<file path="config.mk">
export PLATFORM = sky130hd
export DESIGN_NAME = mem_port_arbiter
export DESIGN_NICKNAME = d
export VERILOG_FILES = /design/src/rtl/soc_pkg.sv /design/src/rtl/gfx_mem_adapter.sv /design/src/rtl/mem_port_arbiter.sv
export SDC_FILE = /design/constraint.sdc
export NUM_CORES = 1
export LEC_CHECK = 0
export BUFFER_PORTS_ARGS = -buffer_cell sky130_fd_sc_hd__buf_2
export CORE_AREA = 5 5 100 102
export CTS_CLUSTER_DIAMETER = 100
export CTS_CLUSTER_SIZE = 40
export DETAILED_ROUTE_END_ITERATION = 16
export DIE_AREA = 0 0 105 107
export SETUP_SLACK_MARGIN = 0.02
export SYNTH_ARGS = -nofsm -noshare
export SYNTH_HDL_FRONTEND = slang
export SYNTH_SLANG_ARGS = --single-unit
</file>
<file path="constraint.sdc">
create_clock -name clk_cpu -period 1.75 [get_ports clk_cpu]
set_input_delay 0.175 -clock clk_cpu [delete_from_list [all_inputs] [get_ports clk_cpu]]
set_output_delay 0.175 -clock clk_cpu [all_outputs]
set_load 0.1 [all_outputs]
</file>
<file path="src/rtl/soc_pkg.sv">
// rtl/soc_pkg.sv - shared SoC types and constants for the memory port arbiter
package soc_pkg;

  typedef enum logic [1:0] {
    ARB_IDLE = 2'd0,
    ARB_CPU  = 2'd1,
    ARB_GFX  = 2'd2
  } arb_state_t;

  localparam logic [31:0] SOC_GFX_BASE = 32'h0100_0000;

endpackage

</file>
<file path="src/rtl/gfx_mem_adapter.sv">
// rtl/gfx_mem_adapter.sv - maps Graphite halfword accesses onto the 32-bit cache port
module gfx_mem_adapter
  import soc_pkg::*;
#(
  parameter logic [31:0] GFX_BASE = SOC_GFX_BASE
) (
  input  logic [31:0] gfx_addr_i,
  input  logic        gfx_wr_i,
  input  logic [15:0] gfx_wdata_i,
  input  logic [31:0] mem_dout_i,
  output logic [25:0] mem_addr_o,
  output logic [3:0]  mem_wmask_o,
  output logic [31:0] mem_din_o,
  output logic [15:0] gfx_rdata_o
);

  logic [25:0] word_off;
  logic        unused_addr_bits;

  // Only the low 26 bits of the sum survive, so higher halfword bits cannot matter.
  assign word_off         = {gfx_addr_i[24:1], 2'b00};
  assign mem_addr_o       = GFX_BASE[25:0] + word_off;
  assign unused_addr_bits = ^gfx_addr_i[31:25];

  assign mem_wmask_o = gfx_wr_i ? (gfx_addr_i[0] ? 4'b1100 : 4'b0011) : 4'b0000;
  assign mem_din_o   = {gfx_wdata_i, gfx_wdata_i};
  assign gfx_rdata_o = gfx_addr_i[0] ? mem_dout_i[31:16] : mem_dout_i[15:0];

endmodule

</file>
<file path="src/rtl/mem_port_arbiter.sv">
// rtl/mem_port_arbiter.sv - weighted CPU/Graphite arbiter in front of the cache controller
module mem_port_arbiter
  import soc_pkg::*;
#(
  parameter logic [31:0] GFX_BASE  = SOC_GFX_BASE,
  parameter int          GFX_BURST = 8
) (
  input  logic        clk_cpu,
  input  logic        rst_n,
  input  logic        cpu_sel_i,
  input  logic        cpu_we_i,
  input  logic [31:0] cpu_addr_i,
  input  logic [3:0]  cpu_wmask_i,
  input  logic [31:0] cpu_wdata_i,
  output logic        cpu_ack_o,
  output logic [31:0] cpu_rdata_o,
  input  logic        gfx_sel_i,
  input  logic        gfx_wr_i,
  input  logic [31:0] gfx_addr_i,
  input  logic [15:0] gfx_wdata_i,
  output logic        gfx_ack_o,
  output logic [15:0] gfx_rdata_o,
  output logic        mem_mreq_o,
  output logic [25:0] mem_addr_o,
  output logic [3:0]  mem_wmask_o,
  output logic [31:0] mem_din_o,
  input  logic        mem_rdy_i,
  input  logic [31:0] mem_dout_i
);

  localparam logic [7:0] GFX_LAST = 8'(GFX_BURST - 1);

  arb_state_t  state_q, state_d;
  logic [7:0]  gfx_cnt_q, gfx_cnt_d;
  logic        cpu_own, gfx_own, cpu_done, gfx_done;
  logic [25:0] gfx_addr;
  logic [3:0]  gfx_wmask;
  logic [31:0] gfx_din;
  logic        unused_cpu_addr;

  gfx_mem_adapter #(
    .GFX_BASE(GFX_BASE)
  ) u_gfx_adapter (
    .gfx_addr_i (gfx_addr_i),
    .gfx_wr_i   (gfx_wr_i),
    .gfx_wdata_i(gfx_wdata_i),
    .mem_dout_i (mem_dout_i),
    .mem_addr_o (gfx_addr),
    .mem_wmask_o(gfx_wmask),
    .mem_din_o  (gfx_din),
    .gfx_rdata_o(gfx_rdata_o)
  );

  // Ownership is masked by rst_n so nothing leaks out while reset is held.
  assign cpu_own  = rst_n && (state_q == ARB_CPU);
  assign gfx_own  = rst_n && (state_q == ARB_GFX);
  assign cpu_done = cpu_own && cpu_sel_i && mem_rdy_i;
  assign gfx_done = gfx_own && gfx_sel_i && mem_rdy_i;

  assign cpu_ack_o       = cpu_done;
  assign gfx_ack_o       = gfx_done;
  assign cpu_rdata_o     = mem_dout_i;
  assign unused_cpu_addr = ^cpu_addr_i[31:26];

  always_comb begin
    mem_mreq_o  = 1'b0;
    mem_addr_o  = 26'd0;
    mem_wmask_o = 4'b0000;
    mem_din_o   = 32'd0;
    if (cpu_own) begin
      mem_mreq_o  = cpu_sel_i;
      mem_addr_o  = cpu_addr_i[25:0];
      mem_wmask_o = cpu_we_i ? cpu_wmask_i : 4'b0000;
      mem_din_o   = cpu_wdata_i;
    end else if (gfx_own) begin
      mem_mreq_o  = gfx_sel_i;
      mem_addr_o  = gfx_addr;
      mem_wmask_o = gfx_wmask;
      mem_din_o   = gfx_din;
    end
  end

  always_comb begin
    state_d = state_q;
    case (state_q)
      ARB_IDLE: begin
        if (cpu_sel_i)      state_d = ARB_CPU;
        else if (gfx_sel_i) state_d = ARB_GFX;
      end
      ARB_CPU: begin
        if (gfx_sel_i && (cpu_done || !cpu_sel_i)) state_d = ARB_GFX;
      end
      ARB_GFX: begin
        if (cpu_sel_i && (!gfx_sel_i || (gfx_done && gfx_cnt_q == GFX_LAST)))
          state_d = ARB_CPU;
      end
      default: state_d = ARB_IDLE;
    endcase

    // Counter only measures Graphite runs while the CPU is actually waiting.
    gfx_cnt_d = gfx_cnt_q;
    if (!cpu_sel_i || (state_d == ARB_CPU && state_q != ARB_CPU))
      gfx_cnt_d = 8'd0;
    else if (gfx_done)
      gfx_cnt_d = gfx_cnt_q + 8'd1;
  end

  always_ff @(posedge clk_cpu) begin
    if (!rst_n) begin
      state_q   <= ARB_IDLE;
      gfx_cnt_q <= 8'd0;
    end else begin
      state_q   <= state_d;
      gfx_cnt_q <= gfx_cnt_d;
    end
  end

endmodule

</file>
==> Implementation_results.wiki <==
{| class="wikitable"
! Metric !! Value
|-
| Type of origin of the critical path || register
|-
| Number of warnings printed during yosys synthesis || 0
|-
| Final #Nets || between 500 and 600
|-
| Buffer cell driving the clock tree root || clkbuf_8
|-
| TritonCTS Sinks || 10
|-
| Hpwl dp || about 9000 µm
|-
| Post-route DRC violation count || 0
|-
| Maximum fanout along the worst path || 19
|-
| Gp weighted congestion || between 0.8 and 0.9
|-
| Category of the worst setup path capture point || primary output
|-
| Clock-pin slew reported for the worst setup and hold paths after clock tree synthesis || roughly 0.050 ns
|-
| Global-route total usage across every layer || 0.167
|-
| Post-Route Skew || roughly 0.0033 ns
|-
| Largest stage delay, worst path || 0.36 ns
|-
| Area after DPL || just over 4000 µm²
|-
| Reg2Reg Depth || 4
|-
| Non-Filler Cell Area, Final || 4500 µm²
|-
| Worst hold margin || about 0.26 ns
|-
| Transition time at the pin with the least slew margin || between 0.5 and 0.6 ns
|-
| Worst Setup Path Type || reg -> out
|-
| Buffers from clock root to sink, at most || 2
|-
| Area occupied by registers || roughly 200 µm²
|-
| Port buffer count || approximately 250
|-
| Achievable Freq || about 0.56 GHz
|-
| Setup slack, reg-to-reg || approximately 0.15 ns
|-
| Starting density of the core || 0.187
|-
| Core ar. || 9020 µm²
|-
| Total gr overflow || 0
|-
| Routed via count || 2594
|-
| Number of global-route vias before repair || 2476
|-
| Number of fillers in the final layout || between 700 and 800
|-
| Final wirelength || about 11000 µm
|-
| Crit path buffers/inverters || 3
|-
| Power density over the cells || 563 nW/µm²
|-
| Total placed cells including tap cells || approximately 530
|-
| Worst endpoint required time || ~1.6 ns
|-
| Share of synthesized registers carrying an async set or reset || 0
|-
| Worst Hold Depth || 2
|-
| Final std cells w/o fill || ~540
|-
| Most instantiated flip-flop cell in the synthesis netlist || dfxtp_1
|-
| Hold violation count in the final report || 0
|-
| Deepest level of the CTS H-tree || 1
|-
| Worst supply voltage drop on vdd || between 200 and 300 µV
|-
| Max Slew Vio Count || 0
|-
| Setup slack after layout || -0.0433 ns
|-
| Min Tclk post-route || 1.79 ns
|-
| Layout cells sized above 1 || 0.855
|-
| Number of synthesized flops with an enable pin || 0
|-
| Path category of the worst min-delay check || in -> reg
|-
| Reported max-cap violation count || 0
|-
| Diodes inserted || 0
|-
| Post-layout utilization of the core || 0.499
|-
| Largest net degree at the start of global routing || 30
|-
| Post-Synthesis Net Count || 360
|-
| Register area share after synthesis || 0.119
|-
| Beginning of the worst register-to-register path || state_q[0]
|-
| First-pass GRT wire length || 14900 µm
|-
| Synthesis-stage register bit count || 10
|-
| I/O Pins || ~270
|-
| Area delta synth->final || 167%
|-
| Detailed-routing iteration count for the pre-antenna-repair pass || 4
|-
| Drt via density || between 4 and 5
|-
| Total Die Area || about 11000 µm²
|-
| Signal arrival time at the worst endpoint || ~1.6 ns
|-
| Violated checks || setup timing
|-
| Number of placement rows || 35
|-
| # setup viols final || 41
|-
| Average wire per standard cell || roughly 21 µm
|-
| CTS tree || built
|-
| Clock network latency to the later pin of the worst-skew pair || 0.24 ns
|-
| Die Span X || around 110 µm
|-
| Start point of the worst hold path || rst_n
|-
| Distinct cell type count of the synthesized netlist || 37
|-
| Antenna viol nets, final || 0
|-
| Remaining max-slew budget at the tightest pin || 0.648
|-
| Initial drt markers || around 110
|-
| Highest-delay cell along the critical path || dfxtp_4
|-
| Leakage power of the design || 0.00220 µW
|-
| Area of the multi-input gates || 1630 µm²
|-
| Total standard cell area after synthesis || 1690 µm²
|-
| Capture instance of the worst register-to-register path || gfx_cnt_q[6]
|-
| Mean instance size in the synthesized netlist || slightly above 8 µm²
|-
| Initial antenna violation count || 1
|-
| Critical Path Source || state_q[1]
|-
| Gate family responsible for the most delay along the worst path || buffers and inverters
|-
| Cell repeated most along the worst path || buf_12
|-
| List of cells traversed by the critical path || and3b_2, buf_12, buf_12, a22o_2, buf_12
|-
| Y dimension of the die || ~110 µm
|-
| Worst Hold Path EP || state_q[0]
|-
| Tot Pwr || roughly 2500 µW
|-
| RSZ-0062 raised after global routing || true
|-
| Final period utilization || 1.02
|-
| Result of the run || complete, but fails checks
|-
| Number of buffers created by CTS || 3
|-
| Synth Instances || roughly 200
|}
## metrics by stage
| stage | setup WS, ns | setup TNS [ns] |
|---|---|---|
| after floorplan | -0.106 | -4.86 |
| after global placement | 0.167 | 0 |
| after detailed placement | 0.112 | 0 |
| after CTS | -0.0340 | -0.677 |
| after global routing | -0.0733 | -2.58 |
| final | -0.0433 | -0.824 |
## layer usage
| metal | share of wire | global-route usage | vias to the layer above |
|---|---|---|---|
| li1 | - | - | 1226 |
| met1 | 0.36 | 0.188 | 1256 |
| met2 | 0.54 | 0.308 | 106 |
| met3 | 0.094 | 0.0650 | 4 |
| met4 | 0.00054 | 0.0137 | 2 |
| met5 | 0.00072 | 0 | - |
## worst register-to-register path, cell delays in order (launching register included)
cell and delay (ns):
dfxtp_2 0.33, buf_4 0.15, nand3b_4 0.26, or4_1 0.56
a211oi_1 0.22
## cells by family after synthesis
kind of cell / share of synthesized area
AOI/OAI and AO/OA: 0.406
xor gates and xnor gates: 0.00519
adders and majority gates: 0.00742
buffers and inverters: 0.202
and+or+nand+nor: 0.154
muxes: 0.107
DFF: 0.119
## synthesized netlist by cell type (2+ instances only)
| cell type | instances | share of area |
|---|---|---|
| a22o_1 | 54 | 0.28 |
| buf_4 | 32 | 0.14 |
| mux2_2 | 16 | 0.11 |
| clkbuf_1 | 14 | 0.031 |
| dfxtp_1 | 10 | 0.12 |
| a211oi_1 | 8 | 0.036 |
| inv_1 | 6 | 0.013 |
| nand2_1 | 6 | 0.013 |
| o31ai_1 | 6 | 0.027 |
| buf_2 | 5 | 0.015 |
| o21ai_0 | 5 | 0.015 |
| or4_1 | 5 | 0.022 |
| and2_1 | 3 | 0.011 |
| nand4_1 | 3 | 0.011 |
| or3_1 | 3 | 0.011 |
| a21o_1 | 2 | 0.0089 |
| a32o_1 | 2 | 0.012 |
| and3b_1 | 2 | 0.010 |
| nand2b_1 | 2 | 0.0074 |
| nand3_1 | 2 | 0.0059 |
| o2bb2ai_1 | 2 | 0.010 |
## final cells by class
class / count / share of cell area
multi-input cells: 137 / 0.361
repair buffers: 272 / 0.548
inverters: 6 / 0.00500
well taps: 111 / 0.0309
flip-flops and latches: 10 / 0.0456
clock buffers: 3 / 0.00917
## what timing repair did
item                       4_1_cts  5_1_grt
setup buffers                    1        3
gates cloned                     1        2
hold buffers                     0        0
resized for setup                8       39
setup endpoints to repair       61       58
pin swaps                        1        4
## registers in the layout, indices dropped and copies added (netlist names)
signal	cells
gfx_cnt_q	8
state_q	2
## cells in the final DEF, fill, tap and decap left out, types with 2 or more instances in the layout
cell type and n:
mux2_2 16, o21ai_2 2, buf_2 189, or3_1 3, clkbuf_8 3, clkbuf_16 2
a32o_2 2, buf_12 67, buf_4 11, a22o_2 10, nand2b_1 2, inv_1 6
and3b_2 2, and2_4 2, o2bb2ai_4 2, or4_1 5, o21ai_0 3, o31ai_1 6
a211oi_1 8, a22o_4 44, nand4_1 3, nand3_1 2, dfxtp_1 8, nand2_1 5
a21o_1 2
## how the worst max path moves through the flow
| stage | endpoint | slack (ns) | cells after the start |
|---|---|---|---|
| after floorplan | mem_addr_o[25] | -0.11 | 5 |
| after global routing | mem_addr_o[24] | -0.07 | 5 |
| after global placement | mem_wmask_o[2] | 0.17 | 4 |
| after CTS | mem_addr_o[15] | -0.03 | 5 |
| final | mem_addr_o[2] | -0.04 | 5 |
| after detailed placement | gfx_cnt_q[6] | 0.11 | 4 |
## report_power, final
| part | internal [µW] | switching, µW |
|---|---|---|
| clock network | 151 | 91.8 |
| registers | 232 | 4.72 |
| logic | 642 | 1410 |
No activity file was read; power rests on OpenSTA's default activity.
